File: src/rtl/mem_wb_skid.sv
// rtl/mem_wb_skid.sv - MEM/WB pipeline stage with valid/ready handshake and two-entry skid buffer
// Optional MEM_WB_X0_SUPPRESS_EN: drop reg_write at capture when the destination is x0.
module mem_wb_skid #(
  parameter int DATA_WIDTH = 32,
  parameter int REG_WIDTH  = 5
) (
  input  logic                  clk,
  input  logic                  rst,
  input  logic                  i_valid_M,
  output logic                  o_ready_M,
  input  logic [DATA_WIDTH-1:0] i_alu_result_M,
  input  logic [DATA_WIDTH-1:0] i_read_data_M,
  input  logic [DATA_WIDTH-1:0] i_pc_target_M,
  input  logic [DATA_WIDTH-1:0] i_pc_plus4_M,
  input  logic [REG_WIDTH-1:0]  i_rd_M,
  input  logic                  i_reg_write_M,
  input  logic [1:0]            i_result_src_M,
  input  logic                  i_flush,
  output logic                  o_valid_WB,
  input  logic                  i_ready_WB,
  output logic [DATA_WIDTH-1:0] o_alu_result_WB,
  output logic [DATA_WIDTH-1:0] o_read_data_WB,
  output logic [DATA_WIDTH-1:0] o_pc_target_WB,
  output logic [DATA_WIDTH-1:0] o_pc_plus4_WB,
  output logic [REG_WIDTH-1:0]  o_rd_WB,
  output logic                  o_reg_write_WB,
  output logic [1:0]            o_result_src_WB
);

  localparam int RW_BIT  = 2;
  localparam int RD_LSB  = 3;
  localparam int P4_LSB  = RD_LSB + REG_WIDTH;
  localparam int TGT_LSB = P4_LSB + DATA_WIDTH;
  localparam int RDD_LSB = TGT_LSB + DATA_WIDTH;
  localparam int ALU_LSB = RDD_LSB + DATA_WIDTH;
  localparam int PW      = ALU_LSB + DATA_WIDTH;

  typedef enum logic [1:0] {EMPTY = 2'd0, ONE = 2'd1, TWO = 2'd2} state_t;

  state_t          state, state_next;
  logic [PW-1:0]   main_q, skid_q, in_beat;
  logic            acc, rel, in_rw;
  logic            load_main_in, load_skid_in, load_main_skid;

`ifdef MEM_WB_X0_SUPPRESS_EN
  assign in_rw = i_reg_write_M & (i_rd_M != '0);
`else
  assign in_rw = i_reg_write_M;
`endif

  assign in_beat = {i_alu_result_M, i_read_data_M, i_pc_target_M, i_pc_plus4_M,
                    i_rd_M, in_rw, i_result_src_M};

  // Handshake outputs come straight from the occupancy register, never from i_ready_WB.
  assign o_valid_WB = (state != EMPTY);
  assign o_ready_M  = (state != TWO);
  assign acc        = i_valid_M & o_ready_M;
  assign rel        = o_valid_WB & i_ready_WB;

  always_comb begin
    state_next     = state;
    load_main_in   = 1'b0;
    load_skid_in   = 1'b0;
    load_main_skid = 1'b0;
    case (state)
      EMPTY: begin
        if (acc) begin
          load_main_in = 1'b1;
          state_next   = ONE;
        end
      end
      ONE: begin
        if (acc && rel) begin
          load_main_in = 1'b1;
        end else if (acc) begin
          load_skid_in = 1'b1;
          state_next   = TWO;
        end else if (rel) begin
          state_next = EMPTY;
        end
      end
      TWO: begin
        if (rel) begin
          load_main_skid = 1'b1;
          state_next     = ONE;
        end
      end
      default: state_next = EMPTY;
    endcase
    if (i_flush) begin
      state_next     = EMPTY;
      load_main_in   = 1'b0;
      load_skid_in   = 1'b0;
      load_main_skid = 1'b0;
    end
  end

  always_ff @(posedge clk or posedge rst) begin
    if (rst) begin
      state  <= EMPTY;
      main_q <= '0;
      skid_q <= '0;
    end else begin
      state <= state_next;
      if (i_flush) begin
        main_q[RW_BIT] <= 1'b0;
        skid_q[RW_BIT] <= 1'b0;
      end else begin
        if (load_main_in)
          main_q <= in_beat;
        else if (load_main_skid)
          main_q <= skid_q;
        if (load_skid_in)
          skid_q <= in_beat;
      end
    end
  end

  assign o_alu_result_WB = main_q[ALU_LSB +: DATA_WIDTH];
  assign o_read_data_WB  = main_q[RDD_LSB +: DATA_WIDTH];
  assign o_pc_target_WB  = main_q[TGT_LSB +: DATA_WIDTH];
  assign o_pc_plus4_WB   = main_q[P4_LSB +: DATA_WIDTH];
  assign o_rd_WB         = main_q[RD_LSB +: REG_WIDTH];
  assign o_reg_write_WB  = main_q[RW_BIT] & o_valid_WB;
  assign o_result_src_WB = main_q[1:0];

endmodule

File: config.mk
export PLATFORM = sky130hd
export DESIGN_NAME = mem_wb_skid
export DESIGN_NICKNAME = d
export VERILOG_FILES = /design/src/rtl/mem_wb_skid.sv
export SDC_FILE = /design/constraint.sdc
export NUM_CORES = 1
export LEC_CHECK = 0
export BUFFER_PORTS_ARGS = -buffer_cell sky130_fd_sc_hd__buf_2
export CAP_MARGIN = 20
export CORE_UTILIZATION = 30
export CTS_CLUSTER_SIZE = 12
export DETAILED_ROUTE_END_ITERATION = 16
export GPL_ROUTABILITY_DRIVEN = 0
export GPL_TIMING_DRIVEN = 1
export SLEW_MARGIN = 20
export SYNTH_ARGS = -nofsm -noshare
export SYNTH_HDL_FRONTEND = slang
export SYNTH_SLANG_ARGS = --single-unit
File: constraint.sdc
create_clock -name clk -period 12.65 [get_ports clk]
set_input_delay 1.8975 -clock clk [delete_from_list [all_inputs] [get_ports clk]]
set_output_delay 1.8975 -clock clk [all_outputs]
set_load 0.005 [all_outputs]
==> metrics.txt, run 1 <==
outcome=finished, final reports clean; CTS HTree Levels=2; detailed placement HPWL=16700 µm; Setup Buffers After CTS=0; fillcell total=3919; Period Utilization, post-route=0.320; Post-layout nets=1167; router iterations before antenna repair=4; final hold violation count=0; via count=7415; top-count cell post-synth=dfrtp_1; crit path kind=in2reg; Max Freq=247 MHz; post-synth net total=1037; total negative slack=0 ps; IO Port Bufs=278; Final Power=2.58 mW; library cells used by synthesis=29; Worst Setup EP=main_q[95]; CP endpoint kind=flop; non-filler cells, final=1571; Total GRT Usage=0.134; Area contributors post-synth=dfrtp_1 56%, a22o_1 9.6%, buf_4 8.5%; Die Y=204 µm; Worst Setup Start Kind=input port; Gate Count Post-Synth=896; Detail Route Antenna Nets=0; Placed Instances=1514; WP data arrival=4510 ps; share of post-route cells with drive strength above 1=0.461; hold crit path type=reg2reg; register area share after synthesis=0.559; clk buf depth=3; number of CTS-inserted buffers=34; DRC Markers=0; Initial Util=0.306; Least-Margin Pin Slew=1030 ps; n_diodes=0; Worst-path clk slew=50 ps; Max-Cap Viols=0; hold buffer count at CTS=0; Critical Path Fanout Max=77; CTS root buf=clkbuf_16; Worst EP required=13110 ps; Synth Register Bits=274; Core ar.=40000 µm²; gr ovfl total=0; ys flop type=dfrtp_1; Worst R2R Path Depth=6; Post-synth EDFFs=0; area leader, netlist=dfrtp_1; final setup fails=0; P&R area growth vs syn=16.2%; initial antenna violation count=4; crit path time final=4050 ps; share of the synthesized area in the top cell type=0.559; drt initial violations=293; clk sinks=274; Worst R2R End=main_q[95]; routed len/inst=17.7 µm; Slew HR=0.313; syn_area_per_cell=13.7 µm²; largest net degree at the start of global routing=127; synthesized cell area=12300 µm²; leakage power=7.68 nW; synth warn=0; Reg-to-Reg Start=state[0]; commonest cells in the netlist=274 x dfrtp_1, 138 x buf_4, 135 x a21o_1, 135 x a22o_1, 86 x mux2_2; clk_skew=15.0 ps; Resize count post-CTS=0; vias in the first global route=7656; Rows=73; IO Pins=279; R2R setup slack=9550 ps; crit path launch=i_ready_WB; die area=41700 µm²; worst IR drop on VDD=0.115 mV; CTS tree=yes; Die W=204 µm; PwrDens=181 nW/µm²; first-pass GRT wire length=43900 µm; RSZ-0062 raised after global routing=false; worst skew pair latency=530 ps; wirelength, routed=27800 µm; Synth async-reset ratio=1.00; fin. max-slew vios=0; Via density=4.72
[power by group]
| part | switching [mW] | internal, mW |
|---|---|---|
| Combinational | 0.154 | 0.245 |
| Sequential | 0.104 | 1.08 |
| Clock | 0.372 | 0.627 |
| Total | 0.630 | 1.95 |
[critical path: stages]
cell     delay, ps
buf_2          150
nor2b_2         80
nor4b_2        360
buf_4          670
buf_4          870
a22o_1         270
a21o_1          80
[state kept, by name, indices dropped and copies added (netlist names)]
| register | count |
|---|---|
| skid_q | 136 |
| state | 2 |
| main_q | 136 |
[through the flow]
step           setup WS [ps]  utilization  cell area [µm²]  hold slack (ps)
2_1_floorplan           3200            -            12300              450
3_3_place_gp            8090        0.327            13100              452
3_5_place_dp            8050        0.327            13100              459
4_1_cts                 8600        0.355            14200              472
5_1_grt                 8440        0.356            14200              477
6_report                8600        0.356            14200              467
[routing by layer]
metal	vias to the layer above	track usage	wire length [µm]
met3	45	0.0507	2330
li1	3375	-	-
met2	212	0.201	12600
met1	3775	0.175	12200
met4	8	0.0501	617
met5	-	0	55
[final cells by class]
type	count	area, µm²	area share
clock inverters	10	158	0.0111
inverters	2	15.0	0.00105
flip-flops and latches	274	6860	0.481
multi-input cells	426	4080	0.287
well taps	525	657	0.0461
repair buffers	288	1490	0.105
clock buffers	46	990	0.0695
[worst min path at each step]
| stage | startpoint | end | slack [ps] | cells after the start |
|---|---|---|---|---|
| after floorplan | main_q[0] | main_q[0] | 450 | 1 |
| after global placement | main_q[133] | main_q[133] | 450 | 1 |
| after detailed placement | main_q[75] | main_q[75] | 460 | 1 |
| after CTS | main_q[1] | main_q[1] | 470 | 1 |
| after global routing | main_q[56] | main_q[56] | 480 | 1 |
| final | main_q[1] | main_q[1] | 470 | 1 |
[cells in the final DEF, fill, tap and decap left out, types with 3 or more instances in the layout]
cell	count
buf_2	278
dfrtp_1	274
a22o_1	135
a21o_1	135
mux2_2	86
mux2_4	50
clkbuf_16	37
buf_4	8
clkbuf_1	6
bufinv_16	4
nor2_1	3
clkinvlp_4	3
clkbuf_8	3
clkinv_2	3
[kinds of logic (layout without fill, tap and decap cells)]
logic type | Yosys count | count (layout) | synth area share
AO/OA/AOI/OAI | 274 | 274 | 0.181
flip-flops | 274 | 274 | 0.559
buffers and inverters | 196 | 346 | 0.109
multiplexers | 137 | 137 | 0.141
AND/OR/NAND/NOR | 14 | 14 | 0.00888
XOR/XNOR | 1 | 1 | 0.000715
No activity file was read; power rests on OpenSTA's default activity.
==> run 2: changes to the inputs <==
==> constraint.sdc (replaced) <==
create_clock -name clk -period 3.6 [get_ports clk]
set_input_delay 0.54 -clock clk [delete_from_list [all_inputs] [get_ports clk]]
set_output_delay 0.54 -clock clk [all_outputs]
set_load 0.005 [all_outputs]
==> metrics.txt, run 2 (synthesized netlist as in run 1, its figures left out) <==
outcome=finished, final reports clean; detailed placement HPWL=17300 µm (+3.6%); Resize count post-CTS=0 (unchanged); first-pass GRT wire length=43400 µm (-1.1%); Setup Buffers After CTS=0 (unchanged); Final Power=8.94 mW (+250%); Critical Path Fanout Max=69 (-10%); die area=41700 µm² (unchanged); largest net degree at the start of global routing=124 (-2.4%); CTS tree=yes; PwrDens=624 nW/µm² (+240%); clk sinks=274 (unchanged); clk_skew=25.0 ps (+10.1 ps); leakage power=7.72 nW (+0.53%); grt peak-use layer=met2; Die W=204 µm (unchanged); crit path kind=reg2reg; fin. max-slew vios=0 (unchanged); via count=7494 (+1.1%); Worst-path clk slew=60 ps (about the same); final setup fails=0 (unchanged); Util after Layout=0.358 (+0.00184); worst IR drop on VDD=0.362 mV (+220%); clk buf depth=3 (unchanged); number of CTS-inserted buffers=34 (unchanged); CTS HTree Levels=2 (unchanged); Initial Util=0.306 (unchanged); Post-layout nets=1174 (+0.60%); crit path time final=2310 ps; hold crit path type=in2async; met3 Use GR=0.0477 (-0.00303); WP data arrival=2750 ps (-1760 ps); Via density=4.73 (+0.24%); wirelength, routed=28000 µm (+0.77%); Worst EP required=4040 ps (-9070 ps); crit-path max cell delay=720 ps (-150 ps); initial antenna violation count=3 (-1); most frequent cells in the layout=278 x buf_2, 274 x dfrtp_1, 135 x a22o_1, 135 x a21o_1, 86 x mux2_2; share of post-route cells with drive strength above 1=0.466 (+0.00555); met1 GRT Util=0.170 (-0.00566); CTS root buf=clkbuf_16; RSZ-0062 raised after global routing=false; IO Pins=279 (unchanged); CP Cell Sequence=nor2b_2 -> nor4b_2 -> buf_4 -> a22o_1 -> a21o_1; Total GRT Usage=0.133 (-0.00109); Core ar.=40000 µm² (unchanged); router iterations before antenna repair=4 (unchanged); worst skew pair latency=520 ps (about the same); hold buffer count at CTS=0 (unchanged); top flop regs=main_q x136, skid_q x136, state x2; Detail Route Antenna Nets=0 (unchanged); routed len/inst=17.7 µm (about the same); Die Y=204 µm (unchanged); fillcell total=3886 (-0.84%); DRC Markers=0 (unchanged); final hold violation count=0 (unchanged); Least-Margin Pin Slew=896 ps (-134 ps); Slew HR=0.403 (+0.0893); Max-Cap Viols=0 (unchanged); drt initial violations=302 (+3.1%); P&R area growth vs syn=16.9%; Crit-path slowest cell=buf_4; Global Route met2 Usage=0.207 (+0.00545); CP endpoint kind=flop; Rows=73 (unchanged); Period Utilization, post-route=0.643; gr ovfl total=0 (unchanged); vias in the first global route=7691 (+0.46%); commonest non-fill, non-tap cell in the layout=buf_2; Worst Setup Start Kind=flop; IO Port Bufs=278 (unchanged); Max Freq=432 MHz
[run 2: critical path: cells and delay by family, from the launching register on]
kind	cells	cell delay, ps
buffers and inverters	1	720
and+or+nand+nor	2	620
DFF	1	440
AOI/OAI and AO/OA	2	350
[run 2: worst paths after layout]
check,start,end,slack [ps],cells after the start
max reg2reg,state[0],main_q[8],1290,5
max in group asynchronous,rst,main_q[8],2520,4
max,state[0],main_q[8],1290,5
min in group clk,i_read_data_M[11],skid_q[83],260,2
min,rst,skid_q[74],90,2
min reg2reg,main_q[29],main_q[29],470,1
[run 2: metal layers]
| layer | vias up | wire, µm |
|---|---|---|
| met2 | 224 | 12700 |
| li1 | 3391 | - |
| met1 | 3826 | 12300 |
| met3 | 49 | 2340 |
| met4 | 4 | 609 |
| met5 | - | 28 |
[run 2: metrics by stage]
stage,instances,setup WS (ps),cell area (µm²),hold WS (ps),setup TNS [ps]
2_1_floorplan,896,-563,12300,450,-154370
3_3_place_gp,1522,1210,13200,453,0
3_5_place_dp,1522,1150,13200,460,0
4_1_cts,1580,1260,14300,64.9,0
5_1_grt,1581,1110,14300,89.1,0
6_report,1584,1290,14300,87.3,0
[run 2: layout make-up]
type                       instances  area (µm²)  area share
tap                              525         657      0.0459
antenna                            4        10.0    0.000699
clock buffer                      47         991      0.0692
clock inverter                    11         120     0.00839
sequential                       274        6860       0.479
inverter                           2        11.3    0.000786
multi-input combinational        426        4080       0.285
timing repair buffer             295        1590       0.111
[run 2: power by group]
| group | switching [mW] | internal [mW] | total, mW |
|---|---|---|---|
| registers | 0.358 | 3.79 | 4.15 |
| logic | 0.551 | 0.872 | 1.42 |
| clock network | 1.31 | 2.07 | 3.37 |
| total | 2.22 | 6.72 | 8.94 |
